--- src/rtl/supersonic_pkg.sv ---
// Shared definitions for the ultrasonic range-finder block.
// Holds the controller state encoding, the default timing constants
// (50 MHz clock), the reserved "no valid reading" distance code and a
// saturating increment used by the millimetre counter.
package supersonic_pkg;

    typedef enum logic [2:0] {
        ST_IDLE      = 3'd0,
        ST_TRIG      = 3'd1,
        ST_WAIT_ECHO = 3'd2,
        ST_MEASURE   = 3'd3,
        ST_HOLD      = 3'd4
    } state_e;

    localparam int DEF_TRIG_CYCLES   = 500;        // 10 us trigger pulse
    localparam int DEF_CYC_PER_MM    = 291;        // echo cycles per mm
    localparam int DEF_ECHO_WAIT_MAX = 50_000;     // trigger end -> echo rise
    localparam int DEF_ECHO_MAX      = 1_900_000;  // longest echo accepted
    localparam int DEF_HOLDOFF       = 3_000_000;  // sensor recovery time

    localparam logic [31:0] DIST_ERR = 32'hFFFF_FFFF;  // timeout / out of range
    localparam logic [31:0] MM_SAT   = 32'hFFFF_FFFE;  // largest real reading

    // Increment that sticks at MM_SAT so a real reading never aliases DIST_ERR.
    function automatic logic [31:0] sat_inc(input logic [31:0] v);
        return (v == MM_SAT) ? MM_SAT : v + 32'd1;
    endfunction

endpackage

--- src/rtl/supersonic_sync_edge.sv ---
// sync_edge: two-flop synchronizer followed by rise/fall edge detection.
// Ports:
//   clk, rst  - clock, asynchronous active-high reset
//   async_i   - input from another clock domain (or a pin)
//   rise_o    - one-cycle pulse on a synchronized 0->1 transition
//   fall_o    - one-cycle pulse on a synchronized 1->0 transition
// Edges appear two cycles after the input changes.
module sync_edge (
    input  logic clk,
    input  logic rst,
    input  logic async_i,
    output logic rise_o,
    output logic fall_o
);

    logic meta_q, sync_q, prev_q;

    always_ff @(posedge clk or posedge rst) begin
        if (rst) begin
            meta_q <= 1'b0;
            sync_q <= 1'b0;
            prev_q <= 1'b0;
        end else begin
            meta_q <= async_i;
            sync_q <= meta_q;
            prev_q <= sync_q;
        end
    end

    assign rise_o = sync_q & ~prev_q;
    assign fall_o = ~sync_q & prev_q;

endmodule

--- src/rtl/supersonic.sv ---
// supersonic: HC-SR04 style ultrasonic distance controller.
// A rising edge on trigger (while idle) fires a TRIG_CYCLES pulse on
// sensor_trig, then the echo pulse width is measured and converted to mm.
// Ports:
//   clk, rst     - clock, asynchronous active-high reset
//   trigger      - measurement request (rising edge, synchronized here)
//   triggerSuc   - one-cycle pulse in the cycle sensor_trig falls
//   valid        - one-cycle pulse when distance is updated
//   distance     - last reading in mm, 32'hFFFF_FFFF on timeout
//   sensor_trig  - trigger pin to the sensor
//   sensor_echo  - echo pin from the sensor (asynchronous)
module supersonic
    import supersonic_pkg::*;
#(
    parameter int TRIG_CYCLES   = DEF_TRIG_CYCLES,
    parameter int CYC_PER_MM    = DEF_CYC_PER_MM,
    parameter int ECHO_WAIT_MAX = DEF_ECHO_WAIT_MAX,
    parameter int ECHO_MAX      = DEF_ECHO_MAX,
    parameter int HOLDOFF       = DEF_HOLDOFF
) (
    input  logic        clk,
    input  logic        rst,
    input  logic        trigger,
    output logic        triggerSuc,
    output logic        valid,
    output logic [31:0] distance,
    output logic        sensor_trig,
    input  logic        sensor_echo
);

    logic trig_rise, unused_trig_fall;
    logic echo_rise, echo_fall;

    sync_edge u_trig_sync (
        .clk    (clk),
        .rst    (rst),
        .async_i(trigger),
        .rise_o (trig_rise),
        .fall_o (unused_trig_fall)
    );

    sync_edge u_echo_sync (
        .clk    (clk),
        .rst    (rst),
        .async_i(sensor_echo),
        .rise_o (echo_rise),
        .fall_o (echo_fall)
    );

    state_e      state_q, state_d;
    logic [31:0] cnt_q, cnt_d;    // phase timer, reused by every state
    logic [31:0] pre_q, pre_d;    // echo cycles within the current mm
    logic [31:0] mm_q,  mm_d;
    logic [31:0] dist_q, dist_d;
    logic        strig_q, strig_d;
    logic        suc_q, suc_d;
    logic        vld_q, vld_d;

    always_ff @(posedge clk or posedge rst) begin
        if (rst) begin
            state_q <= ST_IDLE;
            cnt_q   <= '0;
            pre_q   <= '0;
            mm_q    <= '0;
            dist_q  <= '0;
            strig_q <= 1'b0;
            suc_q   <= 1'b0;
            vld_q   <= 1'b0;
        end else begin
            state_q <= state_d;
            cnt_q   <= cnt_d;
            pre_q   <= pre_d;
            mm_q    <= mm_d;
            dist_q  <= dist_d;
            strig_q <= strig_d;
            suc_q   <= suc_d;
            vld_q   <= vld_d;
        end
    end

    always_comb begin
        state_d = state_q;
        cnt_d   = cnt_q;
        pre_d   = pre_q;
        mm_d    = mm_q;
        dist_d  = dist_q;
        strig_d = 1'b0;
        suc_d   = 1'b0;
        vld_d   = 1'b0;

        case (state_q)
            ST_IDLE: begin
                cnt_d = '0;
                if (trig_rise) begin
                    strig_d = 1'b1;
                    state_d = ST_TRIG;
                end
            end

            // The IDLE exit already supplied the first high cycle.
            ST_TRIG: begin
                if (cnt_q == 32'(TRIG_CYCLES - 1)) begin
                    suc_d   = 1'b1;
                    cnt_d   = '0;
                    state_d = ST_WAIT_ECHO;
                end else begin
                    strig_d = 1'b1;
                    cnt_d   = cnt_q + 32'd1;
                end
            end

            ST_WAIT_ECHO: begin
                if (echo_rise) begin
                    cnt_d   = '0;
                    pre_d   = '0;
                    mm_d    = '0;
                    state_d = ST_MEASURE;
                end else if (cnt_q == 32'(ECHO_WAIT_MAX - 1)) begin
                    dist_d  = DIST_ERR;
                    vld_d   = 1'b1;
                    cnt_d   = '0;
                    state_d = ST_HOLD;
                end else begin
                    cnt_d = cnt_q + 32'd1;
                end
            end

            // Every MEASURE cycle counts, including the one that sees the
            // fall: the rise-detect cycle was echo-high too but spent in
            // WAIT_ECHO, so this keeps the total equal to the echo width.
            ST_MEASURE: begin
                if (pre_q == 32'(CYC_PER_MM - 1)) begin
                    pre_d = '0;
                    mm_d  = sat_inc(mm_q);
                end else begin
                    pre_d = pre_q + 32'd1;
                end
                cnt_d = cnt_q + 32'd1;
                if (echo_fall) begin
                    dist_d  = mm_d;
                    vld_d   = 1'b1;
                    cnt_d   = '0;
                    state_d = ST_HOLD;
                end else if (cnt_q == 32'(ECHO_MAX - 1)) begin
                    dist_d  = DIST_ERR;
                    vld_d   = 1'b1;
                    cnt_d   = '0;
                    state_d = ST_HOLD;
                end
            end

            // Trigger edges arriving here, even on the exit cycle, are dropped.
            ST_HOLD: begin
                if (cnt_q == 32'(HOLDOFF - 1)) begin
                    cnt_d   = '0;
                    state_d = ST_IDLE;
                end else begin
                    cnt_d = cnt_q + 32'd1;
                end
            end

            default: begin
                cnt_d   = '0;
                state_d = ST_IDLE;
            end
        endcase
    end

    assign sensor_trig = strig_q;
    assign triggerSuc  = suc_q;
    assign valid       = vld_q;
    assign distance    = dist_q;

endmodule
--- config.mk ---
export PLATFORM = sky130hd
export DESIGN_NAME = supersonic
export DESIGN_NICKNAME = d
export VERILOG_FILES = /design/src/rtl/supersonic_pkg.sv /design/src/rtl/supersonic_sync_edge.sv /design/src/rtl/supersonic.sv
export SDC_FILE = /design/constraint.sdc
export NUM_CORES = 1
export LEC_CHECK = 0
export ABC_CLOCK_PERIOD_IN_PS = 5500
export CAP_MARGIN = 0
export CORE_MARGIN = 8
export CORE_UTILIZATION = 61
export DETAILED_ROUTE_END_ITERATION = 10
export PLACE_DENSITY = 0.86
export SLEW_MARGIN = 20
export SYNTH_ARGS = -nofsm -noshare
export SYNTH_HDL_FRONTEND = slang
export SYNTH_SLANG_ARGS = --single-unit
--- constraint.sdc ---
create_clock -name clk -period 5.5 [get_ports clk]
set_input_delay 0.55 -clock clk [delete_from_list [all_inputs] [get_ports clk]]
set_output_delay 0.55 -clock clk [all_outputs]
set_load 0.02 [all_outputs]
* Word level (Yosys, flattened, before mapping)
Index checks and enable logic that the tools add are counted.
Word-level totals: register bits 140, bits in latches 0, memories kept 0, output and inout port bits 35, ROM bits 0, memory bits (writable) 0
Cells by class: add/sub/neg operators 3, reductions and logical operators 5, magnitude comparators 0, shifts and indexed selects 0, divide/modulo/power cells 0, equal/unequal tests 18, bitwise gates (word level) 6, multiplexer cells 36, multipliers 0
Operators with widths (number):
- $mux W32 | 14
- $pmux W32 S2 | 3
- $pmux W32 S4 | 1
- $add A32 B1 Y32 const B | 3
- $eq A32 B9 Y1 const B | 2
- $eq A32 B16 Y1 const B | 1
- $eq A32 B21 Y1 const B | 1
- $eq A32 B22 Y1 const B | 1
- $eq A32 B32 Y1 const B | 1
- $mux W3 | 7
- $pmux W3 S5 | 1
- $ne A2 B2 Y1 const B | 6
- $mux W1 | 8
- $eq A3 B2 Y1 const B | 2
- $ne A3 B3 Y1 const B | 2
- $reduce_and A5 Y1 | 1
- $pmux W1 S2 | 2
- $reduce_and A4 Y1 | 1
- $and A1 B1 Y1 | 3
- $eq A3 B1 Y1 const B | 1
- $eq A3 B3 Y1 const B | 1
- $logic_not A3 Y1 | 1
- $not A1 Y1 | 3
- $reduce_and A2 Y1 | 1
- $reduce_bool A2 Y1 | 1

* Longest topological paths before layout
Gate-level depths: netlist of run 1.
depth in word-level cells 5, mapped depth 10

* Cells and area by module
Synthesis of run 1 repeated with hierarchy kept, for this count alone.
Second synthesis, totals: cells, all modules 844, area, all modules 7489.7 um^2
By module, submodules not included:
- supersonic | times used 1, cells an instance 832, area each 7302.0 um^2
- sync_edge | times used 2, cells an instance 6, area each 93.8 um^2

* Worst setup path after synthesis of run 1
Ideal clock, no wire load.
path kind register -> register, from register pre_q[0], to register mm_q[31], cell stages (with the launch flop) 10, buffers on the path 1, period minus slack after synthesis 2.292 ns, data arrival time 2.173 ns, path slack 3.208 ns, cell sequence dfrtp_1 -> inv_1 -> ha_1 -> nor4b_2 -> nand4_4 -> nor4_4 -> buf_6 -> nand3_1 -> o31ai_1 -> o21ba_1
On the way: word-level cells in the longest chain between the ends 3
RTL lines:
- from (decl) | RTL line supersonic.sv:52 | logic [31:0] pre_q, pre_d;
- from (signal assigned) | RTL line supersonic.sv:72 | pre_q <= pre_d;
- $eq A32 B9 Y1 | RTL line supersonic.sv:132 | if (pre_q == 32'(CYC_PER_MM - 1)) begin
- $mux W32 | RTL line supersonic.sv:132
- $pmux W32 S2 | RTL line supersonic.sv:91 | case (state_q)
- to (signal assigned) | RTL line supersonic.sv:73 | mm_q <= mm_d;
- to (decl) | RTL line supersonic.sv:53 | logic [31:0] mm_q, mm_d;
Every way passes these cells. A chain may end at the register's enable or synchronous reset.

* Final worst setup path of run 1
from register pre_q[0], to register mm_q[26]
The elaborated chain is that of the path after synthesis.

==> impl_metrics.tcl, run 1 <==
set metrics [dict create \
    placed_cell_area_um2 8110 \
    grt_max_degree 83 \
    post_drt_wl_per_cell_um 18.3 \
    internal_power_w 0.00181 \
    coreArea_um2 12500 \
    synth-main-ff-cell "dfrtp_1" \
    seqPwrFrac_pct 46.7 \
    crit_path_end_kind "flip-flop" \
    pwr-share-clk_pct 49.3 \
    cp.required_ps 5810 \
    dp_hpwl_um 11800 \
    cts-htree-levels 4 \
    worstMarginPinSlew_ps 1090 \
    async_reset_ff_share_pct 100 \
    synthesis.nets 835 \
    ys_seq_area_share_pct 45.2 \
    worstReg2RegStart "pre_q[0]$_DFFE_PP0P_" \
    crit_path_cell_trace "inv_1 -> ha_1 -> nor4b_2 -> nand4_4 -> nor4_4 -> nand4_1 -> o31a_1 -> o21a_1" \
    critical_path_buf_inv_count 1 \
    grt_usage_pct 23.8 \
    gp_congestion 0.866 \
    p_sw_share_pct 22.6 \
    cp.arrival_ps 3320 \
    antenna_found_initial 0 \
    power_frac_comb_pct 3.9 \
    finalCriticalPeriod_ps 3010 \
    slowest_delay_ps 930 \
    drv_slew 0 \
    grt_pass1_vias 6424 \
    fp.dieW_um 129 \
    synthTopCellsByArea "dfrtp_1 (45%), nor2_1 (4.4%), a21oi_1 (4.1%)" \
    clk_latency_ps 430 \
    crit_type "reg -> reg" \
    design_area_um2 8720 \
    post-route-period-util_pct 54.7 \
    synth_cell_type_count 69 \
    clockRootBuffer "clkbuf_16" \
    yosys-top-cells-count "dfrtp_1 (140), nor2_1 (91), a21oi_1 (63), nand2_1 (62), o21ai_0 (55)" \
    cts.hold.buffers_added 0 \
    synth_most_common_cell "dfrtp_1" \
    syn_inst 826 \
    diodes 0 \
    fmax_mhz 332 \
    initial_core_util_pct 61.9 \
    avgViaCountPerCell 6.57 \
    p_total_w 0.00233 \
    syn_area_um2 7740 \
    fin_nets 844 \
    ir_drop_v 0.000274 \
    skew_ps 9.62 \
    hp-class "reg -> reg" \
    grt_overflow 0 \
    cts_setup_buffers 0 \
    rrSetupSlack_ps 2490 \
    cts_buffers 17 \
    cts_tree "built" \
    drt_iter0_drc 898 \
    syn_avg_cell_area_um2 9.38 \
    rsz0062_at_grt "false" \
    cts_sinks 140 \
    numPortBuffers 38 \
    dp_cells 988 \
    finalHoldViolations 0 \
    clock_path_buffers 2 \
    cap_violations 0 \
    route.vias.total 6697 \
    leakagePower_nw 3.58 \
    row_count 41 \
    syn2layout_area_growth_pct 12.6 \
    die_area_um2 16600 \
    setup_viol 0 \
    power.switching_w 0.000528 \
    reg2reg_depth 8 \
    clk_pin_slew_ps 60 \
    wl_um 18700 \
    synth_warnings 0 \
    ant_nets 0 \
    holdPathEnd "u_trig_sync.sync_q$_DFF_PP0_" \
    critPathLaunchType "flip-flop" \
    drc 0 \
    crit_family "simple AND/OR/NAND/NOR gates" \
    hold_depth 0 \
    dr.pass1.iters 7 \
    ios 39 \
    p_per_area_nw_per_um2 268 \
    fillers 954 \
    slew_headroom_pct 27.6 \
    ys_ff_latch 140 \
    fp.dieH_um 129 \
    final_cells 1020 \
    register_area_um2 3500 \
    grt_pass1_wl_um 31800 \
    cp_max_fo 18 \
    yosys.area.top_type "dfrtp_1" \
    cpMaxStageDelayCell "nor4_4" \
    r2r_end "mm_q[26]$_DFFE_PP0P_" \
    utilization_pct 69.6 \
    synth_top_area_share_pct 45.2 \
    synth_edf_count 0 \
    ctsResizeCount 0 \
    hp-start "u_trig_sync.meta_q$_DFF_PP0_" \
    multi_input_area_um2 3920 \
    setup_tns_ps 0 \
    drive_gt1_share_pct 8.37 \
    outcome "complete, no violations" \
]
[area by class of cell]
class	instances	share of cell area, %
clock inverters	10	1.31
repair buffers	45	4.97
flip-flops and latches	140	40.2
clock buffers	22	5.55
well taps	172	2.47
multi-input cells	620	45.0
inverters	11	0.531
[layer usage]
metal  routed length (um)  vias up  GRT usage, %
met4                  300        0          8.02
met2                 8760      338          37.2
li1                     -     3047             -
met1                 8150     3280          31.6
met5                    0        -             0
met3                 1470       32          6.16
[metrics by stage]
| step | hold WS, ps | worst slack [ps] |
|---|---|---|
| 4_1_cts | 351 | 2530 |
| 2_1_floorplan | 331 | 1200 |
| 3_3_place_gp | 335 | 2700 |
| 5_1_grt | 362 | 2280 |
| 3_5_place_dp | 337 | 2570 |
| 6_report | 349 | 2490 |
[power by group through the flow]
stage / clock network (W) / registers (W) / logic [W]
after CTS: 0.00116 / 0.00109 / 0.0000926
after global placement: 0 / 0.00111 / 0.0000850
after global routing: 0.00121 / 0.00109 / 0.000105
final: 0.00115 / 0.00109 / 0.0000916
after floorplan: 0 / 0.00110 / 0.0000701
after detailed placement: 0 / 0.00111 / 0.0000909
[logic make-up (layout without fill, tap and decap cells)]
logic type | after synthesis | in the layout | synth area share [%]
multiplexers | 1 | 1 | 0.129
flip-flops | 140 | 140 | 45.2
buffers and inverters | 66 | 88 | 4.31
AND/OR/NAND/NOR | 361 | 361 | 27.0
XOR/XNOR | 53 | 53 | 5.99
adder cells (fa/ha/maj) | 5 | 5 | 0.808
AO/OA/AOI/OAI | 200 | 200 | 16.5
[cell usage in the layout (no fill, tap or decap), types with 7 or more instances in the layout]
| cell type | instances |
|---|---|
| a21oi_1 | 63 |
| a31oi_1 | 10 |
| and3_1 | 25 |
| and4_1 | 12 |
| buf_4 | 7 |
| clkbuf_16 | 17 |
| clkdlybuf4s50_1 | 38 |
| dfrtp_1 | 140 |
| inv_1 | 10 |
| nand2_1 | 62 |
| nand2b_1 | 7 |
| nand3_1 | 47 |
| nand4_1 | 37 |
| nor2_1 | 90 |
| nor3_1 | 13 |
| nor4_1 | 11 |
| o21ai_0 | 55 |
| o221a_1 | 15 |
| o31ai_1 | 14 |
| xnor2_1 | 20 |
| xor2_1 | 33 |
[worst max-delay path by stage]
stage	cells past startpoint	end	from	slack, ps
after global placement	8	mm_q[26]$_DFFE_PP0P_	pre_q[0]$_DFFE_PP0P_	2700
final	8	mm_q[26]$_DFFE_PP0P_	pre_q[0]$_DFFE_PP0P_	2490
after CTS	9	pre_q[8]$_DFFE_PP0P_	pre_q[0]$_DFFE_PP0P_	2530
after floorplan	1	cnt_q[0]$_DFF_PP0_	rst	1200
after detailed placement	8	mm_q[26]$_DFFE_PP0P_	pre_q[0]$_DFFE_PP0P_	2570
after global routing	8	mm_q[26]$_DFFE_PP0P_	pre_q[0]$_DFFE_PP0P_	2280
[sequential cells by signal, indices dropped and copies added, names as in the netlist, 3 cells and up]
name / cells
pre_q: 32
state_q: 3
cnt_q: 32
mm_q: 32
distance: 32
[worst register-to-register path, cell delays in order, from the launching register on]
cell	delay, ps
dfrtp_1	420
inv_1	80
ha_1	150
nor4b_2	300
nand4_4	260
nor4_4	930
nand4_1	300
o31a_1	350
o21a_1	110
(Power assumes the default switching activity.)
==> run 2: changes to the inputs <==
ABC_CLOCK_PERIOD_IN_PS = 3150   (was 5500)
clock period = 3.15 ns   (was 5.5 ns; I/O delays follow)
==> run 2 against run 1 <==
Net effect:
- total power grew 84%
- non-clock buffer count grew 10
- register-to-register slack lost 2200 ps
- fmax grew 6.5%
- design area grew 1.8%
- setup slack lost 2200 ps
- clock skew shrank 1.7 ps
- clock power grew 92%
- wire length grew 3.2%
- critical path depth is the same
- sequential cell count is the same
- critical endpoint is now mm_q[11]$_DFFE_PP0P_
- largest cell class unchanged
- largest power group unchanged
==> impl_metrics.tcl, run 2 (synthesis results as in run 1) <==
set metrics [dict create \
    clk_pin_slew_ps 60 \
    final_common_cell "dfrtp_1" \
    die_area_um2 16600 \
    ios 39 \
    initial_core_util_pct 61.9 \
    rsz0062_at_grt "false" \
    fp.dieW_um 129 \
    finalHoldViolations 0 \
    grt_usage_pct 24.6 \
    setup_tns_ps 0 \
    cts_buffers 17 \
    p_per_area_nw_per_um2 483 \
    crit_type "reg -> reg" \
    cts_setup_buffers 0 \
    drive_gt1_share_pct 9.21 \
    finalCriticalPeriod_ps 2830 \
    route.vias.total 6693 \
    dp_hpwl_um 12400 \
    dr.pass1.iters 5 \
    cap_violations 0 \
    numPortBuffers 38 \
    worstMarginPinSlew_ps 862 \
    slew_headroom_pct 42.4 \
    drt_iter0_drc 785 \
    fin_nets 854 \
    cts-htree-levels 4 \
    gp_congestion 0.885 \
    diodes 0 \
    avgViaCountPerCell 6.50 \
    grt_max_degree 44 \
    setup_viol 0 \
    critPathLaunchType "flip-flop" \
    hp-start "sensor_echo" \
    coreArea_um2 12500 \
    cp.required_ps 3510 \
    cp_max_fo 15 \
    post_drt_wl_per_cell_um 18.7 \
    wl_um 19300 \
    ctsResizeCount 0 \
    post-route-period-util_pct 89.7 \
    crit_path_end_kind "flip-flop" \
    worstReg2RegStart "pre_q[0]$_DFFE_PP0P_" \
    design_area_um2 8870 \
    fp.dieH_um 129 \
    hp-class "in -> reg" \
    cp.arrival_ps 3180 \
    clockRootBuffer "clkbuf_16" \
    cts_sinks 140 \
    most-common-layout-cells "dfrtp_1 (140), nor2_1 (90), a21oi_1 (63)" \
    placed_cell_area_um2 8220 \
    clk_latency_ps 430 \
    outcome "complete, no violations" \
    skew_ps 7.95 \
    drc 0 \
    cts.hold.buffers_added 0 \
    utilization_pct 70.9 \
    syn2layout_area_growth_pct 14.6 \
    drv_slew 0 \
    fmax_mhz 354 \
    grt_pass1_vias 6670 \
    final_cells 1030 \
    ant_nets 0 \
    crit_start "pre_q[0]$_DFFE_PP0P_" \
    grt_pass1_wl_um 32700 \
    clock_path_buffers 2 \
    p_total_w 0.00429 \
    leakagePower_nw 3.66 \
    cts_tree "built" \
    dp_cells 998 \
    ir_drop_v 0.000446 \
    grt_overflow 0 \
    row_count 41 \
    antenna_found_initial 0 \
]
-- run 2: worst max-delay path, stage by stage (launching register included) --
cell and delay, ps:
dfrtp_1 430, inv_1 80, ha_1 160, nor4b_2 290
nand4_4 240, or2_1 540, o21ai_4 500, buf_4 260
o221a_1 230
-- run 2: cell type report --
class                      count  area, um2
inverter                      11       45.0
fill                         926       3640
timing repair buffer          55        546
tap                          172        215
sequential                   140       3500
clock buffer                  22        464
clock inverter                10        188
multi-input combinational    620       3910
-- run 2: final timing paths --
| kind | end | slack [ps] | cells after the start |
|---|---|---|---|
| hold / removal | u_echo_sync.meta_q$_DFF_PP0_ | 330 | 1 |
| setup reg to reg | mm_q[11]$_DFFE_PP0P_ | 320 | 8 |
| setup / recovery | mm_q[11]$_DFFE_PP0P_ | 320 | 8 |
| min in group asynchronous | distance[4]$_DFFE_PP0P_ | 410 | 2 |
| hold reg to reg | u_trig_sync.sync_q$_DFF_PP0_ | 350 | 0 |
| max in group asynchronous | distance[14]$_DFFE_PP0P_ | 1970 | 3 |
-- run 2: stage by stage --
| stage | hold slack, ps | setup WS (ps) |
|---|---|---|
| CTS | 319 | 361 |
| global route | 321 | 144 |
| detailed placement | 339 | 405 |
| floorplan | 331 | 858 |
| finish | 331 | 323 |
| global placement | 335 | 517 |
-- run 2: layer usage --
layer / track usage, % / share of wire (%)
met1: 31.6 / 43
met2: 38.8 / 48
met4: 10.4 / 2.7
met5: 0 / 0
met3: 6.12 / 6.4
-- run 2: power by group --
| group | total [W] | switching [W] | internal [W] |
|---|---|---|---|
| logic | 0.000169 | 0.0000987 | 0.0000706 |
| registers | 0.00191 | 0.0000598 | 0.00185 |
| clock network | 0.00221 | 0.000767 | 0.00145 |
| total | 0.00429 | 0.000926 | 0.00336 |
==> run 3: changes to the inputs <==
ABC_CLOCK_PERIOD_IN_PS = 2650   (was 3150)
clock period = 2.65 ns   (was 3.15 ns; I/O delays follow)
==> run 3 against run 2 <==
Net effect:
- first-iteration DRC count up 10%
- utilization grew 1.2 points
- setup slack got worse by 180 ps
- total power up 13%
- sequential cell count unchanged
- count of clock-buffer cells in the layout increased by 1
- via count grew 0.75%
- non-clock buffer count grew 21
- sequential power increased by 19%
- clock skew about the same
- final cell count rose by 2.0%
==> impl_metrics.tcl, run 3 (synthesis results as in run 1) <==
set metrics [dict create \
    outcome "complete, no violations" \
    ant_nets 0 \
    cts.hold.buffers_added 0 \
    crit_type "reg -> reg" \
    setup_tns_ps 0 \
    register_area_um2 3500 \
    fp.dieW_um 129 \
    route.vias.total 6743 \
    gp_congestion 0.893 \
    clk_latency_ps 430 \
    diodes 0 \
    power_frac_comb_pct 4.0 \
    worstMarginPinSlew_ps 814 \
    cap_violations 0 \
    coreArea_um2 12500 \
    hp-class "in -> async" \
    row_count 41 \
    post-route-period-util_pct 94.4 \
    fp.dieH_um 129 \
    rrSetupSlack_ps 150 \
    cp.arrival_ps 2870 \
    cts_sinks 140 \
    finalCriticalPeriod_ps 2500 \
    clk_pin_slew_ps 60 \
    syn2layout_area_growth_pct 16.6 \
    cts_buffers 17 \
    rsz0062_at_grt "false" \
    post_drt_wl_per_cell_um 18.6 \
    grt_max_degree 65 \
    cts_setup_buffers 0 \
    clockRootBuffer "clkbuf_16" \
    cts-htree-levels 4 \
    placed_cell_area_um2 8400 \
    reg2reg_depth 6 \
    internal_power_w 0.00376 \
    grt_pass1_wl_um 32700 \
    drt_iter0_drc 866 \
    grt_usage_pct 24.6 \
    dp_hpwl_um 12600 \
    worstReg2RegStart "pre_q[13]$_DFFE_PP0P_" \
    fmax_mhz 400 \
    clock_path_buffers 2 \
    ir_drop_v 0.000765 \
    finalHoldViolations 0 \
    numPortBuffers 38 \
    dr.pass1.iters 5 \
    cp_max_fo 10 \
    die_area_um2 16600 \
    most-common-layout-cells "dfrtp_1 (140), nor2_1 (90), a21oi_1 (63)" \
    cts_tree "built" \
    power.switching_w 0.00111 \
    drv_slew 0 \
    ios 39 \
    seqPwrFrac_pct 46.6 \
    grt_pass1_vias 6665 \
    initial_core_util_pct 61.9 \
    avgViaCountPerCell 6.42 \
    p_per_area_nw_per_um2 539 \
    leakagePower_nw 3.77 \
    fillers 908 \
    antenna_found_initial 0 \
    slew_headroom_pct 45.3 \
    grt_overflow 0 \
    p_sw_share_pct 22.8 \
    cp.required_ps 3010 \
    multi_input_area_um2 3940 \
    r2r_end "mm_q[22]$_DFFE_PP0P_" \
    setup_viol 0 \
    drive_gt1_share_pct 11.8 \
    fin_nets 875 \
    skew_ps 7.51 \
    pwr-share-clk_pct 49.5 \
    wl_um 19600 \
    critPathLaunchType "flip-flop" \
    crit_path_end_kind "flip-flop" \
    design_area_um2 9030 \
    final_common_cell "dfrtp_1" \
    drc 0 \
]
==> run 3: per-layer routing <==
layer | GRT usage, % | vias up | routed length, um
met3 | 6.45 | 26 | 1540
li1 | - | 3113 | -
met4 | 9.05 | 0 | 238
met2 | 39.2 | 290 | 9540
met1 | 31.7 | 3314 | 8240
met5 | 0 | - | 0
==> run 3: cell type report <==
type | count | area share, %
clock buffer | 23 | 5.40
clock inverter | 9 | 1.23
inverter | 11 | 0.499
multi-input combinational | 620 | 43.6
sequential | 140 | 38.8
tap | 172 | 2.38
timing repair buffer | 76 | 8.06
==> run 3: repair_timing <==
action                                  4_1_cts  5_1_grt
endpoints found under the setup margin        0       51
endpoints found under the hold margin         0        0
gates resized for setup                       0        5
==> run 3: how the worst max path moves through the flow <==
stage                     slack, ps                   from  cells after the start                    end
after floorplan                 360   pre_q[0]$_DFFE_PP0P_                      9   mm_q[31]$_DFFE_PP0P_
after global placement          150   pre_q[0]$_DFFE_PP0P_                      9  pre_q[30]$_DFFE_PP0P_
after detailed placement         40   pre_q[0]$_DFFE_PP0P_                      9  pre_q[28]$_DFFE_PP0P_
after CTS                        20   pre_q[0]$_DFFE_PP0P_                      9  pre_q[28]$_DFFE_PP0P_
after global routing              9   pre_q[0]$_DFFE_PP0P_                     10   mm_q[31]$_DFFE_PP0P_
final                           150  pre_q[13]$_DFFE_PP0P_                      6   mm_q[22]$_DFFE_PP0P_
==> run 3: power groups by stage <==
| stage | sequential [W] | combinational (W) | clock, W |
|---|---|---|---|
| final | 0.00227 | 0.000194 | 0.00241 |
| after global routing | 0.00227 | 0.000227 | 0.00253 |
| after CTS | 0.00226 | 0.000198 | 0.00243 |
| after detailed placement | 0.00230 | 0.000196 | 0 |
| after global placement | 0.00229 | 0.000181 | 0 |
| after floorplan | 0.00228 | 0.000146 | 0 |
==> run 3: worst max-delay path, cell delays in order (launching register included) <==
cell and delay (ps):
dfrtp_1 470, nor4_2 390, nand4_4 250, or2_2 500, or2_1 390, a21oi_1 220, o221a_1 210
==> run 3: stage by stage <==
stage / hold slack [ps] / utilization (%) / std cells / power [W] / setup WS, ps
4_1_cts: 269 / 71.9 / 1051 / 0.00489 / 24.9
6_report: 271 / 72.1 / 1051 / 0.00487 / 148
3_3_place_gp: 334 / 67.1 / 1019 / 0.00248 / 145
2_1_floorplan: 296 / - / 826 / 0.00243 / 358
5_1_grt: 270 / 72.1 / 1051 / 0.00504 / 9.23
3_5_place_dp: 335 / 67.1 / 1019 / 0.00250 / 44.3
